===== config.mk =====
export PLATFORM = sky130hd
export DESIGN_NAME = ts_sync_recovery
export DESIGN_NICKNAME = d
export VERILOG_FILES = /design/src/rtl/ts_pkg.sv /design/src/rtl/ts_sync_recovery.sv
export SDC_FILE = /design/constraint.sdc
export NUM_CORES = 1
export LEC_CHECK = 0
export CORE_MARGIN = 5
export CORE_UTILIZATION = 50
export DETAILED_ROUTE_END_ITERATION = 8
export PLACE_DENSITY = 0.8
export SKIP_CTS_REPAIR_TIMING = 1
export SLEW_MARGIN = 10
export SYNTH_ARGS = -nofsm -noshare
export SYNTH_HDL_FRONTEND = slang
export SYNTH_SLANG_ARGS = --single-unit
export TNS_END_PERCENT = 100

===== constraint.sdc =====
create_clock -name clk -period 5.1 [get_ports clk]
set_clock_uncertainty 0.15 [all_clocks]
set_input_delay 1.02 -clock clk [delete_from_list [all_inputs] [get_ports clk]]
set_output_delay 1.02 -clock clk [all_outputs]
set_load 0.05 [all_outputs]

===== src/rtl/ts_pkg.sv =====
// Shared definitions for the transport-stream sync recovery blocks:
// default packet geometry and the aligner state encoding.
package ts_pkg;

  localparam int          TS_PKT_LEN   = 188;
  localparam logic [7:0]  TS_SYNC_BYTE = 8'h47;

  typedef enum logic [1:0] {
    HUNT   = 2'd0,
    VERIFY = 2'd1,
    LOCK   = 2'd2
  } ts_state_e;

endpackage


===== src/rtl/ts_sync_recovery.sv =====
// Per-stream MPEG-2 TS packet aligner: hunts for the sync byte, confirms it at
// packet spacing, then forwards an aligned byte stream with a per-packet sync pulse.
module ts_sync_recovery
  import ts_pkg::*;
#(
  parameter int         PKT_LEN    = TS_PKT_LEN,
  parameter logic [7:0] SYNC_BYTE  = TS_SYNC_BYTE,
  parameter int         LOCK_CNT   = 3,
  parameter int         UNLOCK_CNT = 3
) (
  input  logic       clk,
  input  logic       rst_n,
  input  logic [7:0] byte_in,
  input  logic       valid_in,
  output logic [7:0] byte_out,
  output logic       valid_out,
  output logic       sync_out,
  output logic       locked,
  output logic       sync_loss
);

  localparam int PW = $clog2(PKT_LEN);
  localparam int HW = $clog2(LOCK_CNT + 1);
  localparam int MW = $clog2(UNLOCK_CNT + 1);

  localparam logic [PW-1:0] POS_LAST   = PW'(PKT_LEN - 1);
  localparam logic [HW-1:0] HITS_LOCK  = HW'(LOCK_CNT);
  localparam logic [HW-1:0] HITS_PRE   = HW'(LOCK_CNT - 1);
  localparam logic [MW-1:0] MISS_PRE   = MW'(UNLOCK_CNT - 1);

  ts_state_e     state_reg, state_next;
  logic [PW-1:0] pos_reg, pos_next, pos_inc;
  logic [HW-1:0] hits_reg, hits_next;
  logic [MW-1:0] miss_reg, miss_next;
  logic          fwd, sync_hit, loss;
  logic          at_zero, is_sync;

  assign at_zero = (pos_reg == '0);
  assign is_sync = (byte_in == SYNC_BYTE);
  assign pos_inc = (pos_reg == POS_LAST) ? '0 : pos_reg + PW'(1);

  always_comb begin
    state_next = state_reg;
    pos_next   = pos_reg;
    hits_next  = hits_reg;
    miss_next  = miss_reg;
    fwd        = 1'b0;
    sync_hit   = 1'b0;
    loss       = 1'b0;
    if (valid_in) begin
      unique case (state_reg)
        HUNT: begin
          if (is_sync) begin
            state_next = VERIFY;
            hits_next  = HW'(1);
            pos_next   = PW'(1);
          end
        end
        VERIFY: begin
          pos_next = pos_inc;
          if (at_zero) begin
            if (is_sync) begin
              if (hits_reg >= HITS_PRE) begin
                state_next = LOCK;
                hits_next  = HITS_LOCK;
                miss_next  = '0;
                fwd        = 1'b1;
                sync_hit   = 1'b1;
              end else begin
                hits_next = hits_reg + HW'(1);
              end
            end else begin
              // The failing byte is consumed; hunting resumes with the next byte.
              state_next = HUNT;
              hits_next  = '0;
              pos_next   = '0;
            end
          end
        end
        LOCK: begin
          pos_next = pos_inc;
          fwd      = 1'b1;
          if (at_zero) begin
            if (is_sync) begin
              sync_hit  = 1'b1;
              miss_next = '0;
            end else if (miss_reg >= MISS_PRE) begin
              state_next = HUNT;
              pos_next   = '0;
              hits_next  = '0;
              miss_next  = '0;
              fwd        = 1'b0;
              loss       = 1'b1;
            end else begin
              miss_next = miss_reg + MW'(1);
            end
          end
        end
        default: begin
          state_next = HUNT;
          pos_next   = '0;
          hits_next  = '0;
          miss_next  = '0;
        end
      endcase
    end
  end

  always_ff @(posedge clk or negedge rst_n) begin
    if (!rst_n) begin
      state_reg <= HUNT;
      pos_reg   <= '0;
      hits_reg  <= '0;
      miss_reg  <= '0;
    end else begin
      state_reg <= state_next;
      pos_reg   <= pos_next;
      hits_reg  <= hits_next;
      miss_reg  <= miss_next;
    end
  end

  // byte_out only updates on forwarded bytes so it holds across gaps and drops.
  always_ff @(posedge clk or negedge rst_n) begin
    if (!rst_n) begin
      byte_out  <= 8'h00;
      valid_out <= 1'b0;
      sync_out  <= 1'b0;
      locked    <= 1'b0;
      sync_loss <= 1'b0;
    end else begin
      valid_out <= fwd;
      sync_out  <= sync_hit;
      sync_loss <= loss;
      locked    <= (state_next == LOCK);
      if (fwd) begin
        byte_out <= byte_in;
      end
    end
  end

endmodule


## Yosys cells after proc, flatten, opt, wreduce, memory -nomap -nowiden

Index checks and enable logic that the tools add are counted.

| word-level totals | value |
|---|---|
| register bits after elaboration | 26 |
| bits of input ports | 11 |
| output and inout bits | 12 |
| word-level logic and storage cells | 81 |

| cells by class | value |
|---|---|
| add/subtract/negate cells | 3 |
| $lt $le $gt $ge | 2 |
| equal/unequal tests | 12 |
| mux-type cells | 49 |
| bitwise logic cells | 1 |
| reduce and logical (&&, ||, !) cells | 5 |

Operators by type and width:

| kind | count |
|---|---|
| 2-to-1 mux 8 bit | 7 |
| 2-to-1 mux 2 bit | 21 |
| one-hot mux 8 bit (3 select lines) | 1 |
| one-hot mux 2 bit (3 select lines) | 3 |
| 2-to-1 mux 1 bit | 15 |
| inequality test 2 bit (second input constant) | 7 |
| AND reduction 6 bit | 2 |
| adder 8 x 1 -> 8 bit (second input constant) | 1 |
| equality test 8 x 7 -> 1 bit (second input constant) | 1 |
| equality test 8 bit (second input constant) | 1 |
| zero test 8 bit | 1 |
| adder 2 x 1 -> 2 bit (second input constant) | 2 |
| equality test 2 bit (second input constant) | 2 |
| greater-or-equal comparator 2 bit (second input constant) | 2 |
| one-hot mux 1 bit (2 select lines) | 2 |
| equality test 2 x 1 -> 1 bit (second input constant) | 1 |
| zero test 2 bit | 1 |
| AND reduction 2 bit | 1 |
| inverter 1 bit | 1 |

## Depth between registers and ports, before layout

Gate-level depths: netlist (run 1).

| logic depth | value |
|---|---|
| depth in word-level cells | 7 |
| depth in mapped cells | 9 |
| gate-level depth less buffers | 7 |

## Worst setup path after synthesis (run 1)

Ideal clock, no wire load.

| path | value |
|---|---|
| kind | input port to flip-flop |
| start point | in byte_in[5] |
| end point | reg byte_out[0] |
| library setup time | 0.125 ns |
| data arrival time | 2.767 ns |
| required time | 4.825 ns |
| path slack | 2.058 ns |
| cell stages on the path | 5 |
| path through | or4b_1 > nor2_2 > nand4_1 > a21oi_2 > mux2_2 |

| on the way | value |
|---|---|
| cells in the longest elaborated chain, start to end | 5 |
| elaborated cells between the ends (all ways) | 7 |
| those cells by class | 1 x eq/ne; 6 x mux |

RTL lines:

| item | line | text |
|---|---|---|
| start: declaration | ts_sync_recovery.sv:13 | `input logic [7:0] byte_in,` |
| equality test 8 x 7 -> 1 bit (*) | ts_sync_recovery.sv:39 | `assign is_sync = (byte_in == SYNC_BYTE);` |
| 2-to-1 mux 1 bit (on tied branches) | ts_sync_recovery.sv:84, ts_sync_recovery.sv:62 |  |
| 2-to-1 mux 1 bit (on tied branches) | ts_sync_recovery.sv:83, ts_sync_recovery.sv:61 |  |
| one-hot mux 1 bit (2 select lines) (*) | ts_sync_recovery.sv:51 | `unique case (state_reg)` |
| 2-to-1 mux 1 bit (*) | ts_sync_recovery.sv:50 | `if (valid_in) begin` |
| named net fwd | ts_sync_recovery.sv:35 | `logic fwd, sync_hit, loss;` |
| end signal: assignment | ts_sync_recovery.sv:137 | `byte_out <= byte_in;` |
| end: declaration | ts_sync_recovery.sv:15 | `output logic [7:0] byte_out,` |

The timed path passes the listed nets; every way through them passes the cells marked *.
A chain may end at the register's enable or synchronous reset.

## Final worst setup path (run 1)

| path | value |
|---|---|
| start point | in byte_in[5] |
| end point | reg byte_out[1] |

Same word-level chain as after synthesis.

==> out/metrics.csv, run 1 <==
stage;metric;value;unit
min_path;Worst Hold Launch;byte_out[0];
placed_design;port bufs;22;
timing;Final min period;3.330;ns
global_route;number of global-route vias before repair;1161;
synth;Synth Register Bits;26;
global_route;Global Route Usage Sum;16.57;%
floorplan;Die Ht;63.32;um
synth;Async SR Flop Fraction;100.0;%
route;Final ANT Viol Nets;0;
pwr;clock power share;12.2;%
setup_path;worst path cell trace;clkdlybuf4s50_1 > or4b_1 > nor2_2 > nand4_1 > a21oi_2 > mux2_2;
synth;Synth area leaders;dfrtp_1 46%, mux2_2 7.1%, ha_1 5.3%;
min_path;Hold Crit Endpoint;byte_out[0];
clock_tree;Clock Tree Buf Depth;2;
clock_tree;TritonCTS Sinks;26;
clock_tree;CTS tree;done;
placed_design;HPWL Detailed;2322;um
timing;Slew HR;61.21;%
route;routed wl met3;194;um
pwr;sw frac;42.99;%
floorplan;Die ar.;4009;sq um
timing;Final Cycle Share;65.30;%
floorplan;chip width;63.32;um
synth;Avg Cell Area, Syn;10.61;sq um
setup_path;Worst EP required;5.17;ns
synth;EDFF count, synth;0;
route;top layer in use;met4;
setup_path;worst stage delay on the critical path;0.58;ns
clock_tree;clk root buf;clkbuf_4;
global_route;largest net degree at the start of global routing;27;
route;post-route DRC violation count;0;
setup_path;flop-to-flop setup slack;2.00;ns
layout;layout cells sized above 1;14.29;%
synth;biggest area consumer among synthesized cells;dfrtp_1;
global_route;grt total ovfl;0;
route;number of DRC markers in iteration 0;55;
layout;FILL cells;224;
timing;Fin Hold WS;0.3792;ns
clock_tree;clock-pin slew on the worst setup and hold paths;0.13;ns
synth;Mapped Nets;151;
timing;final setup fails;0;
setup_path;r2r endpoint;locked;
route;number of vias per cell;6.276;
layout;Final Instance Area;1673;sq um
route;routed wl met2;1495;um
placed_design;gpl congestion;0.9725;
setup_path;Startpoint Class;input pin;
timing;final hold vios;0;
layout;synthesis-to-finish area growth;17.69;%
setup_path;Critical Path Sink Type;flop;
timing;setup_tns;0;ns
setup_path;Arr. time, crit path;3.40;ns
route;final wirelength;3077;um
synth;sequential area share after synthesis;45.77;%
setup_path;Critical Path Source;byte_in[5];
synth;Yosys top cell area share;45.77;%
route;routed metal-1 wire length;1326;um
run;max cap viols;0;
setup_path;CP max FO;9;
clock_tree;later-pin clock latency in the skew report;0.33;ns
floorplan;initial core utilization;51.99;%
pwr;cell internal pwr;0.0004085;W
clock_tree;CTS buffer count;3;
synth;count leader, synth;dfrtp_1;
floorplan;core footprint;2734;sq um
min_path;Worst Hold Class;reg -> reg;
synth;synth cell count leaders;26 x dfrtp_1, 9 x mux2_2, 8 x nor2_1, 7 x nand2_1;
floorplan;row cnt;19;
pwr;sw power;0.0003080;W
route;DR WL/cell;16.63;um
layout;Post-layout nets;173;
timing;Slew Viols, Final;0;
synth;post-synthesis cell type count;39;
pwr;Leakage;0.7176;nW
pwr;sequential power share;41.8;%
timing;fmax;0.3003;GHz
setup_path;WS Path Type;in -> reg;
pwr;PD cells;428.3;nW/um^2
global_route;antenna violations before repair;0;
global_route;first-pass GRT wire length;5306;um
setup_path;Critical-path top delay cell;or4b_1;
placed_design;area of placed instances;1655;sq um
min_path;hold path cells;1;
floorplan;# IOs;23;
timing;RSZ-0062 raised after global routing;false;
route;router iterations before antenna repair;4;
route;via count;1161;
clock_tree;H-tree Lvls;1;
pwr;Peak VDD IR;0.3297;mV
pwr;Comb pwr share;46.0;%
status;status;completed;
synth;top_reg_cell synth;dfrtp_1;
synth;Yosys warning count;0;
synth;Mapped Cells;134;
setup_path;R2R depth;7;
layout;ant diodes;0;
timing;Worst-Margin Slew;0.5819;ns
layout;Multi-input gate area;723.2;sq um
layout;Reg area;650.6;sq um
synth;Mapped Area;1421;sq um
setup_path;FF-to-FF Start;pos_reg[0];
[final cells by class]
type | instances | share of cell area [%]
well taps | 31 | 2.319
repair buffers | 22 | 12.86
clock buffers | 3 | 1.346
inverters | 6 | 1.346
flip-flops and latches | 26 | 38.89
multi-input cells | 97 | 43.23
[worst max-delay path: cells and delay by family]
| family | cells | cell delay (ns) |
|---|---|---|
| muxes | 1 | 0.39 |
| AOI/OAI and AO/OA | 1 | 0.44 |
| buffers and inverters | 1 | 0.42 |
| and+or+nand+nor | 3 | 1.13 |
[worst max path at each step]
stage                  endpoint  slack [ns]  cells after the start
floorplan           byte_out[0]        2.06                      5
global placement    byte_out[4]        1.49                      6
detailed placement  byte_out[1]        1.43                      6
CTS                 byte_out[1]        1.79                      6
global route        byte_out[1]        1.69                      6
finish              byte_out[1]        1.77                      6
[per-stage QoR]
stage | setup slack (ns) | std cells | utilization, % | total power, W
floorplan | 2.058 | 134 | - | 0.0005286
global placement | 1.490 | 182 | 60.55 | 0.0006243
detailed placement | 1.430 | 182 | 60.55 | 0.0006319
CTS | 1.788 | 185 | 61.37 | 0.0007200
global route | 1.689 | 185 | 61.19 | 0.0007576
finish | 1.770 | 185 | 61.19 | 0.0007165
[placed cells by master, fill, tap and decap left out]
master           count
nor2_1               8
buf_2                1
nor2_2               1
nand2b_1             3
o31ai_4              1
o21a_1               1
a41oi_1              2
inv_1                6
or4b_1               2
nor4_1               4
nor3_1               3
a21o_1               1
and3_1               4
ha_1                 6
a21oi_2              2
a31oi_1              3
a311oi_1             1
a31o_2               2
o21ai_0              4
nand4b_1             2
or2_2                2
nand3_1              4
nand2_1              7
a221o_1              5
nand4_1              2
mux2_2               9
mux2i_1              1
dfrtp_1             26
a211oi_1             4
a21oi_1              4
a22o_1               1
clkbuf_4             3
a2111oi_0            2
o21ai_2              1
clkdlybuf4s50_1     21
and2_1               1
nor2b_1              2
or4_1                1
a41o_1               1
[cells by family (layout without fill, tap and decap cells)]
family / Yosys count / in the layout / synth area share (%)
AOI/OAI and AO/OA: 35 / 35 / 19.81
adders and majority gates: 6 / 6 / 5.282
buffers and inverters: 11 / 31 / 3.345
DFF: 26 / 26 / 45.77
muxes: 10 / 10 / 7.835
and+or+nand+nor: 46 / 46 / 17.96
[per-layer routing]
metal / vias to the layer above / track usage (%)
met1: 560 / 19.98
li1: 554 / -
met5: - / 0
met2: 40 / 26.92
met4: 0 / 7.013
met3: 7 / 5.506
[power groups by stage]
stage               Clock [W]  Combinational (W)  Sequential [W]
global placement            0           0.000324        0.000300
floorplan                   0           0.000131        0.000397
CTS                 0.0000900           0.000331        0.000299
global route        0.0000980           0.000354        0.000306
detailed placement          0           0.000329        0.000303
finish              0.0000874           0.000329        0.000300
Power figures use the tool's default switching activity.
==> run 2: changes to the inputs <==
--- a/config.mk
+++ b/config.mk
@@ -6,9 +6,9 @@
 export NUM_CORES = 1
 export LEC_CHECK = 0
 export CORE_MARGIN = 5
-export CORE_UTILIZATION = 50
+export CORE_UTILIZATION = 47
 export DETAILED_ROUTE_END_ITERATION = 8
-export PLACE_DENSITY = 0.8
+export PLACE_DENSITY = 0.79
 export SKIP_CTS_REPAIR_TIMING = 1
 export SLEW_MARGIN = 10
 export SYNTH_ARGS = -nofsm -noshare
==> constraint.sdc (replaced) <==
create_clock -name clk -period 3 [get_ports clk]
set_clock_uncertainty 0.15 [all_clocks]
set_input_delay 0.6 -clock clk [delete_from_list [all_inputs] [get_ports clk]]
set_output_delay 0.6 -clock clk [all_outputs]
set_load 0.05 [all_outputs]
==> run 2 against run 1 <==
- sequential power increased by 69%
- worst hold slack got worse by 0.0081 ns
- combinational power increased by 78%
- non-clock buffer count increased by 11
==> out/metrics.csv, run 2 (synthesized netlist as in run 1, its figures left out) <==
stage;metric;value;unit;change
clock_tree;CTS tree;done;;
global_route;first-pass GRT wire length;5485;um;+3.4%
route;number of vias per cell;5.995;;-4.5%
clock_tree;later-pin clock latency in the skew report;0.33;ns;about the same
run;max cap viols;0;;unchanged
setup_path;R2R depth;8;;+1
setup_path;r2r endpoint;pos_reg[7];;
layout;synthesis-to-finish area growth;25.00;%;
route;DR WL/cell;15.45;um;-7.1%
global_route;number of global-route vias before repair;1177;;+1.4%
clock_tree;clock-pin slew on the worst setup and hold paths;0.14;ns;about the same
timing;final hold vios;0;;unchanged
clock_tree;TritonCTS Sinks;26;;unchanged
route;router iterations before antenna repair;5;;+1
min_path;Worst Hold Launch;byte_out[1];;
route;final wirelength;3074;um;about the same
clock_tree;clk root buf;clkbuf_4;;
global_route;largest net degree at the start of global routing;27;;unchanged
status;status;completed;;
floorplan;row cnt;20;;+1
route;post-route DRC violation count;0;;unchanged
layout;most common cell after layout, fill and taps aside;dfrtp_1;;
placed_design;port bufs;22;;unchanged
setup_path;flop-to-flop setup slack;0.11;ns;-1.89 ns
clock_tree;H-tree Lvls;1;;unchanged
floorplan;Die ar.;4224;sq um;+5.4%
timing;Slew Viols, Final;0;;unchanged
placed_design;gpl congestion;0.8780;;-9.7%
timing;Final Cycle Share;96.39;%;
min_path;Hold Crit Endpoint;byte_out[1];;
layout;post-layout util;59.66;%;-1.5 points
min_path;Worst Hold Class;reg -> reg;;
setup_path;FF-to-FF Start;pos_reg[0];;
route;via count;1193;;+2.8%
min_path;hold path cells;1;;unchanged
layout;Post-layout nets;184;;+6.4%
global_route;grt total ovfl;0;;unchanged
clock_tree;CTS buffer count;3;;unchanged
global_route;antenna violations before repair;0;;unchanged
floorplan;core footprint;2978;sq um;+8.9%
floorplan;initial core utilization;47.73;%;-4.3 points
timing;Fin Hold WS;0.3711;ns;-0.008099 ns
timing;final setup fails;0;;unchanged
setup_path;CP max FO;8;;-1
timing;RSZ-0062 raised after global routing;false;;
setup_path;WS Path Type;reg -> reg;;
global_route;Global Route Usage Sum;16.57;%;about the same
layout;ant diodes;0;;unchanged
floorplan;# IOs;23;;unchanged
clock_tree;Clock Tree Buf Depth;2;;unchanged
route;Final ANT Viol Nets;0;;unchanged
setup_path;Arr. time, crit path;2.96;ns;-0.44 ns
layout;layout cells sized above 1;19.88;%;+5.6 points
setup_path;Critical Path Sink Type;flop;;
setup_path;Worst EP required;3.07;ns;-2.10 ns
pwr;PD cells;715.2;nW/um^2;+67%
pwr;Peak VDD IR;0.4728;mV;+43%
route;number of DRC markers in iteration 0;29;;-47%
timing;fmax;0.3458;GHz;
placed_design;HPWL Detailed;2352;um;+1.3%
pwr;Leakage;0.7786;nW;+8.5%
floorplan;Die Ht;64.99;um;+2.6%
timing;Final min period;2.892;ns;
timing;Worst-Margin Slew;0.5094;ns;-0.07248 ns
timing;Slew HR;65.93;%;+4.7 points
setup_path;Startpoint Class;flop;;
floorplan;chip width;64.99;um;+2.6%
layout;commonest cells after routing, fill and taps aside;26 x dfrtp_1, 22 x clkdlybuf4s50_1, 11 x buf_4;;
[run 2: changes by cell type in the layout (fill, tap and decap cells not counted)]
| cell | before | now |
|---|---|---|
| buf_4 | 0 | 11 |
| buf_2 | 1 | 0 |
| clkbuf_8 | 0 | 1 |
| clkdlybuf4s50_1 | 21 | 22 |
[run 2: stage by stage]
step,setup WS (ns),instances,cell area (sq um),TNS (ns),total power [W]
after floorplan,0.3772,134,1421,0,0.0008987
after global placement,-0.03600,195,1740,-0.03600,0.001081
after detailed placement,-0.04032,195,1740,-0.1067,0.001101
after CTS,0.1272,199,1777,0,0.001279
after global routing,0.0004978,199,1777,0,0.001344
final,0.1083,199,1777,0,0.001271
[run 2: area by class of cell]
class / instances / area, sq um
Tap cell: 33 / 41.29
Inverter: 6 / 22.52
Fill cell: 254 / 1201
Multi-Input combinational cell: 97 / 723.2
Clock buffer: 4 / 36.28
Sequential cell: 26 / 650.6
Timing Repair Buffer: 33 / 302.8
[run 2: power by group]
group | internal (W) | leakage, nW | switching, W
registers | 0.000439 | 0.347 | 0.0000667
logic | 0.000230 | 0.411 | 0.000356
clock network | 0.0000743 | 0.0210 | 0.000105
[run 2: metal layers]
metal	up-vias	routed length [um]	global-route usage, %
met5	-	0	0
met4	0	35	5.277
met3	5	146	4.159
met2	34	1484	27.46
met1	578	1407	21.10
li1	576	-	-
[run 2: worst max path at each step]
stage,startpoint,depth (start not counted),to,slack [ns]
2_1_floorplan,pos_reg[0],9,pos_reg[2],0.38
3_3_place_gp,byte_in[5],6,pos_reg[2],-0.04
3_5_place_dp,byte_in[4],6,pos_reg[7],-0.04
4_1_cts,pos_reg[0],8,pos_reg[7],0.13
5_1_grt,pos_reg[0],8,pos_reg[5],0.0005
6_report,pos_reg[0],8,pos_reg[7],0.11
[run 2: critical path, stage by stage, from the launching register on]
cell and delay [ns]:
dfrtp_1 0.43, inv_1 0.09, ha_1 0.13, or4b_1 0.46, or4_1 0.50, o31ai_4 0.38
buf_4 0.22, a211oi_1 0.11, a221o_1 0.32
==> run 3: changes to the inputs <==
--- a/config.mk
+++ b/config.mk
@@ -5,6 +5,7 @@
 export SDC_FILE = /design/constraint.sdc
 export NUM_CORES = 1
 export LEC_CHECK = 0
+export ABC_CLOCK_PERIOD_IN_PS = 3000
 export CORE_MARGIN = 5
 export CORE_UTILIZATION = 47
 export DETAILED_ROUTE_END_ITERATION = 8
@@ -14,4 +15,3 @@
 export SYNTH_ARGS = -nofsm -noshare
 export SYNTH_HDL_FRONTEND = slang
 export SYNTH_SLANG_ARGS = --single-unit
-export TNS_END_PERCENT = 100
==> results of run 3 <==
The final DEF is identical to that of run 2; final timing and power are the same.
==> RTL edit 1, RTL diff (flow settings as in run 3) <==
`UNLOCK_CNT`: 3 -> 6.
--- a/src/rtl/ts_sync_recovery.sv
+++ b/src/rtl/ts_sync_recovery.sv
@@ -6,7 +6,7 @@
   parameter int         PKT_LEN    = TS_PKT_LEN,
   parameter logic [7:0] SYNC_BYTE  = TS_SYNC_BYTE,
   parameter int         LOCK_CNT   = 3,
-  parameter int         UNLOCK_CNT = 3
+  parameter int         UNLOCK_CNT = 6
 ) (
   input  logic       clk,
   input  logic       rst_n,
Check against the original RTL: no difference found for any inputs over 10 cycles, from zero or initial values and one cycle with rst_n low; that may be too few to reach the edited logic, so the function may still have changed.
==> RTL edit 1 against run 3 <==
- first-iteration DRC count up 110%
- area after synthesis up 3.8%
- fmax down 1.7%
- wire length up 4.5%
- setup slack worse by 0.051 ns
- cell count up 16%
- final area up 4.9%
- sequential cell count up 1
- critical path type is now input port to register
- critical endpoint is now byte_out[2]
- highest routed layer unchanged
Power is not compared: it rests on default switching activity, and its combinational part moved more than twofold at a synthesized area within 25%.
==> RTL edit 1: results (changes against run 3) <==
[run_status]
status=finished, final reports clean  ; unchanged

[global_route]
grt_pass1_vias=1359  ; was 1177
grt_usage_pct=16.8  ; was 16.6%
grt_max_degree=28  ; was 27
grt_pass1_wl_mm=5.78  ; was 5.49 mm

[min_path]
holdCritStartpoint=miss_reg[2]  ; was byte_out[1]
holdPathStages=1  ; unchanged
holdCritPathClass=register to register  ; unchanged

[sta]
tightest_slew_ns=0.538  ; was 0.509 ns

[route]
drt-vias-per-instance=5.48  ; was 5.99
firstDrtPassIters=4  ; was 5
wl_mm=3.21  ; was 3.07 mm
num_vias=1261  ; was 1193
drt_iter0_drc=62  ; was 29

[setup_path]
max_stage_delay_ns=0.59  ; was 0.50 ns
crit_arrival_ns=3.02  ; was 2.96 ns
reg2regPathDepth=10  ; was 8
crit_slowest_cell=or4b_1  ; was or4_1
worstPathMaxFanout=9  ; was 8
crit_path_start=byte_in[5]  ; was pos_reg[0]

[synth]
synthTopCellsByCount=27 x dfrtp_1, 21 x nand2_1, 12 x a21oi_1  ; was 26 x dfrtp_1, 9 x mux2_2, 8 x nor2_1
syn_inst=149  ; was 134
ys.flop_type=dfrtp_1  ; unchanged
synth_nets=168  ; was 151
ys_seq_area_share_pct=45.8  ; about the same
synth_area_leaders=dfrtp_1 46%, ha_1 6.8%, mux2_2 6.1%  ; was dfrtp_1 46%, mux2_2 7.1%, ha_1 5.3%
synth_cell_types=34  ; was 39

[final_layout]
drive_above_1_share_pct=18.3  ; was 19.9%
fill_cells=251  ; was 254
final_nets=206  ; was 184

[placement]
dp_hpwl_mm=2.54  ; was 2.35 mm
routabilityCongestion=0.835  ; was 0.878
post-place-cells=226  ; was 195
portBuffers=22  ; unchanged
place_area_sq_mm=0.00184  ; was 0.00174 sq mm

-- RTL edit 1: cell types whose count changed in the layout (fill, tap and decap cells not counted), sizes merged, moves of 4 or more --
cell | run 3 | this run
nand2 | 7 | 21
o21ai | 5 | 11
a221o | 5 | 0
nor2 | 9 | 5
nand3 | 4 | 8
a211oi | 4 | 0
a21oi | 6 | 13
-- RTL edit 1: power by group --
group / switching, mW / leakage, nW / internal (mW) / total [mW]
combinational: 0.0638 / 0.433 / 0.0523 / 0.116
clock: 0.102 / 0.0177 / 0.0499 / 0.152
sequential: 0.0249 / 0.372 / 0.384 / 0.409
total: 0.191 / 0.823 / 0.486 / 0.677
-- RTL edit 1: final cells by class --
| type | count | share of cell area (%) |
|---|---|---|
| multi-input cells | 112 | 40.5 |
| flip-flops and latches | 27 | 36.2 |
| clock buffers | 3 | 1.21 |
| clock inverters | 1 | 0.268 |
| repair buffers | 36 | 17.4 |
| well taps | 44 | 2.95 |
| inverters | 7 | 1.41 |
-- RTL edit 1: critical path, delay by kind of cell --
kind,cells,cell delay (ns)
simple gates,3,1.32
buf+inv,1,0.41
mux,1,0.38
compound gates,1,0.30
-- RTL edit 1: cells by family (layout without fill, tap and decap cells) --
logic type / Yosys count / in the layout / share of synthesized area [%]
compound gates: 36 / 36 / 16.2
flops: 27 / 27 / 45.8
fa+ha+maj: 8 / 8 / 6.79
mux: 8 / 8 / 6.11
simple gates: 60 / 60 / 22.1
buf+inv: 10 / 47 / 3.05
-- RTL edit 1: path summary, 6_finish.rpt --
check,end,slack (ns)
worst min-delay path,miss_reg[2],0.36
worst min register to register,miss_reg[2],0.36
min in group asynchronous,miss_reg[0],0.47
max in group asynchronous,pos_reg[2],1.97
worst max-delay path,byte_out[2],0.06
worst max register to register,locked,0.11
-- RTL edit 1: metrics by stage --
step | setup WS (ns) | util, %
after floorplan | 0.160 | -
after global placement | -0.249 | 60.7
after detailed placement | -0.315 | 60.7
after CTS | 0.0571 | 61.6
after global routing | 0.00131 | 61.6
final | 0.0576 | 61.6
-- RTL edit 1: layer usage --
metal	wire (microns)	part of all wire (%)	GRT usage (%)
met1	1420	44	20.0
met4	82	2.6	8.63
met5	0	0	0
met3	130	4.0	3.23
met2	1580	49	28.5
==> RTL edit 2, RTL diff (flow settings as in run 3) <==
Without the edit above. Add an input register stage for `byte_in` and `valid_in`, with the module's reset; this delays them by one clock.
--- a/src/rtl/ts_sync_recovery.sv
+++ b/src/rtl/ts_sync_recovery.sv
@@ -28,6 +28,19 @@
   localparam logic [HW-1:0] HITS_PRE   = HW'(LOCK_CNT - 1);
   localparam logic [MW-1:0] MISS_PRE   = MW'(UNLOCK_CNT - 1);
 
+  logic [7:0] byte_q;
+  logic valid_q;
+
+  always_ff @(posedge clk or negedge rst_n) begin
+    if (!rst_n) begin
+      byte_q  <= '0;
+      valid_q <= '0;
+    end else begin
+      byte_q  <= byte_in;
+      valid_q <= valid_in;
+    end
+  end
+
   ts_state_e     state_reg, state_next;
   logic [PW-1:0] pos_reg, pos_next, pos_inc;
   logic [HW-1:0] hits_reg, hits_next;
@@ -36,7 +49,7 @@
   logic          at_zero, is_sync;
 
   assign at_zero = (pos_reg == '0);
-  assign is_sync = (byte_in == SYNC_BYTE);
+  assign is_sync = (byte_q == SYNC_BYTE);
   assign pos_inc = (pos_reg == POS_LAST) ? '0 : pos_reg + PW'(1);
 
   always_comb begin
@@ -47,7 +60,7 @@
     fwd        = 1'b0;
     sync_hit   = 1'b0;
     loss       = 1'b0;
-    if (valid_in) begin
+    if (valid_q) begin
       unique case (state_reg)
         HUNT: begin
           if (is_sync) begin
@@ -134,7 +147,7 @@
       sync_loss <= loss;
       locked    <= (state_next == LOCK);
       if (fwd) begin
-        byte_out <= byte_in;
+        byte_out <= byte_q;
       end
     end
   end
Check against the original RTL: same outputs for any inputs over 10 cycles, from zero or initial values and one cycle with rst_n low; that may be too few to reach the edited logic, so the function may still have changed.
==> RTL edit 2 against run 3 <==
- synthesized cell count increased by 7.5%
- setup slack improved by 0.22 ns
- sequential cell count increased by 9
- non-clock buffer count shrank 8
- sequential share of layout area grew 7.6 points
- wire length is 7.4% higher
- final area is 12% higher
- die area rose by 12%
- core utilization down 0.27 points
- critical endpoint is now byte_out[0]
- area after synthesis is 14% higher
Power is not compared: it rests on default switching activity, and its combinational part moved more than twofold at a synthesized area within 25%.
==> RTL edit 2: results (changes against run 3) <==
[synth]
synthTopCellsByCount=35 x dfrtp_1, 10 x inv_1, 10 x mux2_2, 10 x nand2_1, 9 x nor3_1  ; was 26 x dfrtp_1, 9 x mux2_2, 8 x nor2_1
synthMuxAreaShare_pct=7.59  ; was 7.83%
syn_inst=144  ; was 134
synth_adder_area_share_pct=4.64  ; was 5.28%
synth_cell_types=40  ; was 39
synth_area_leaders=dfrtp_1 54%, mux2_2 7.0%, ha_1 4.6%  ; was dfrtp_1 46%, mux2_2 7.1%, ha_1 5.3%
yosysWarnings=0  ; unchanged

[global_route]
grt_pass1_vias=1282  ; was 1177
grt_usage_pct=16.5  ; was 16.6%
grt_pass1_wl_mm=5.63  ; was 5.49 mm
met1_usage_pct=19.5  ; was 21.1%

[route]
drt-met1-wl_mm=1.37  ; was 1.41 mm
firstDrtPassIters=4  ; was 5
wl_per_cell_microns=14.9  ; was 15.4 microns
wl_met3_microns=226  ; was 146 microns
drt-vias-per-instance=5.70  ; was 5.99
drt_iter0_drc=137  ; was 29
wl_met2_mm=1.64  ; was 1.48 mm

[sta]
worst_slew_margin_rel_pct=57.3  ; was 65.9%

[final_layout]
drive_above_1_share_pct=13.6  ; was 19.9%
final_nets=192  ; was 184
fin_cells=222  ; was 199
n_antenna_cell=0  ; unchanged

[placement]
routabilityCongestion=0.932  ; was 0.878
post-place-ws_ns=0.341  ; was -0.0403 ns
place_area_sq_mm=0.00191  ; was 0.00174 sq mm
post-place-cells=214  ; was 195
dp_hpwl_mm=2.41  ; was 2.35 mm

[clock_tree]
cts_made_buffers=5  ; was 3
htree_num_levels=2  ; was 1
cts.clk_slew.worst_paths_ns=0.11  ; was 0.14 ns

[setup_path]
worstPathMaxFanout=9  ; was 8
crit_arrival_ns=2.75  ; was 2.96 ns
crit_slowest_cell=or4b_4  ; was or4_1
max_stage_delay_ns=0.57  ; was 0.50 ns

[run_status]
status=finished, final reports clean  ; unchanged

==> RTL edit 2: changes by cell type after synthesis, sizes merged, moves of 3 or more <==
| cell | delta |
|---|---|
| a211oi | -3 |
| a221o | -3 |
| buf | -3 |
| dfrtp | +9 |
| inv | +4 |
| nand2 | +3 |
| nand2b | -3 |
| nor3 | +6 |
==> RTL edit 2: area by class of cell <==
| class | count | area (sq um) |
|---|---|---|
| Tap cell | 46 | 57.6 |
| Clock buffer | 8 | 68.8 |
| Sequential cell | 35 | 876 |
| Multi-Input combinational cell | 98 | 699 |
| Timing Repair Buffer | 25 | 243 |
| Fill cell | 310 | 1360 |
| Inverter | 10 | 37.5 |
==> RTL edit 2: cell families (layout without fill, tap and decap cells) <==
family | Yosys count | count (layout)
simple gates | 47 | 47
flops | 35 | 35
compound gates | 34 | 34
mux | 11 | 11
buf+inv | 11 | 43
fa+ha+maj | 6 | 6
==> RTL edit 2: power by group through the flow <==
stage / registers, mW / clock network, mW / logic, mW
2_1_floorplan: 0.508 / 0 / 0.0393
3_3_place_gp: 0.511 / 0 / 0.0709
3_5_place_dp: 0.512 / 0 / 0.0732
4_1_cts: 0.502 / 0.299 / 0.0738
5_1_grt: 0.505 / 0.323 / 0.0824
6_report: 0.503 / 0.289 / 0.0722
==> RTL edit 2: worst paths after layout <==
kind	from	endpoint	slack [ns]	cells past startpoint
hold / removal	byte_q[5]	byte_out[5]	0.36	1
min in group asynchronous	rst_n	pos_reg[3]	0.50	2
setup reg to reg	byte_q[5]	byte_out[0]	0.33	5
setup / recovery	byte_q[5]	byte_out[0]	0.33	5
max in group asynchronous	rst_n	valid_out	1.89	2
hold reg to reg	byte_q[5]	byte_out[5]	0.36	1
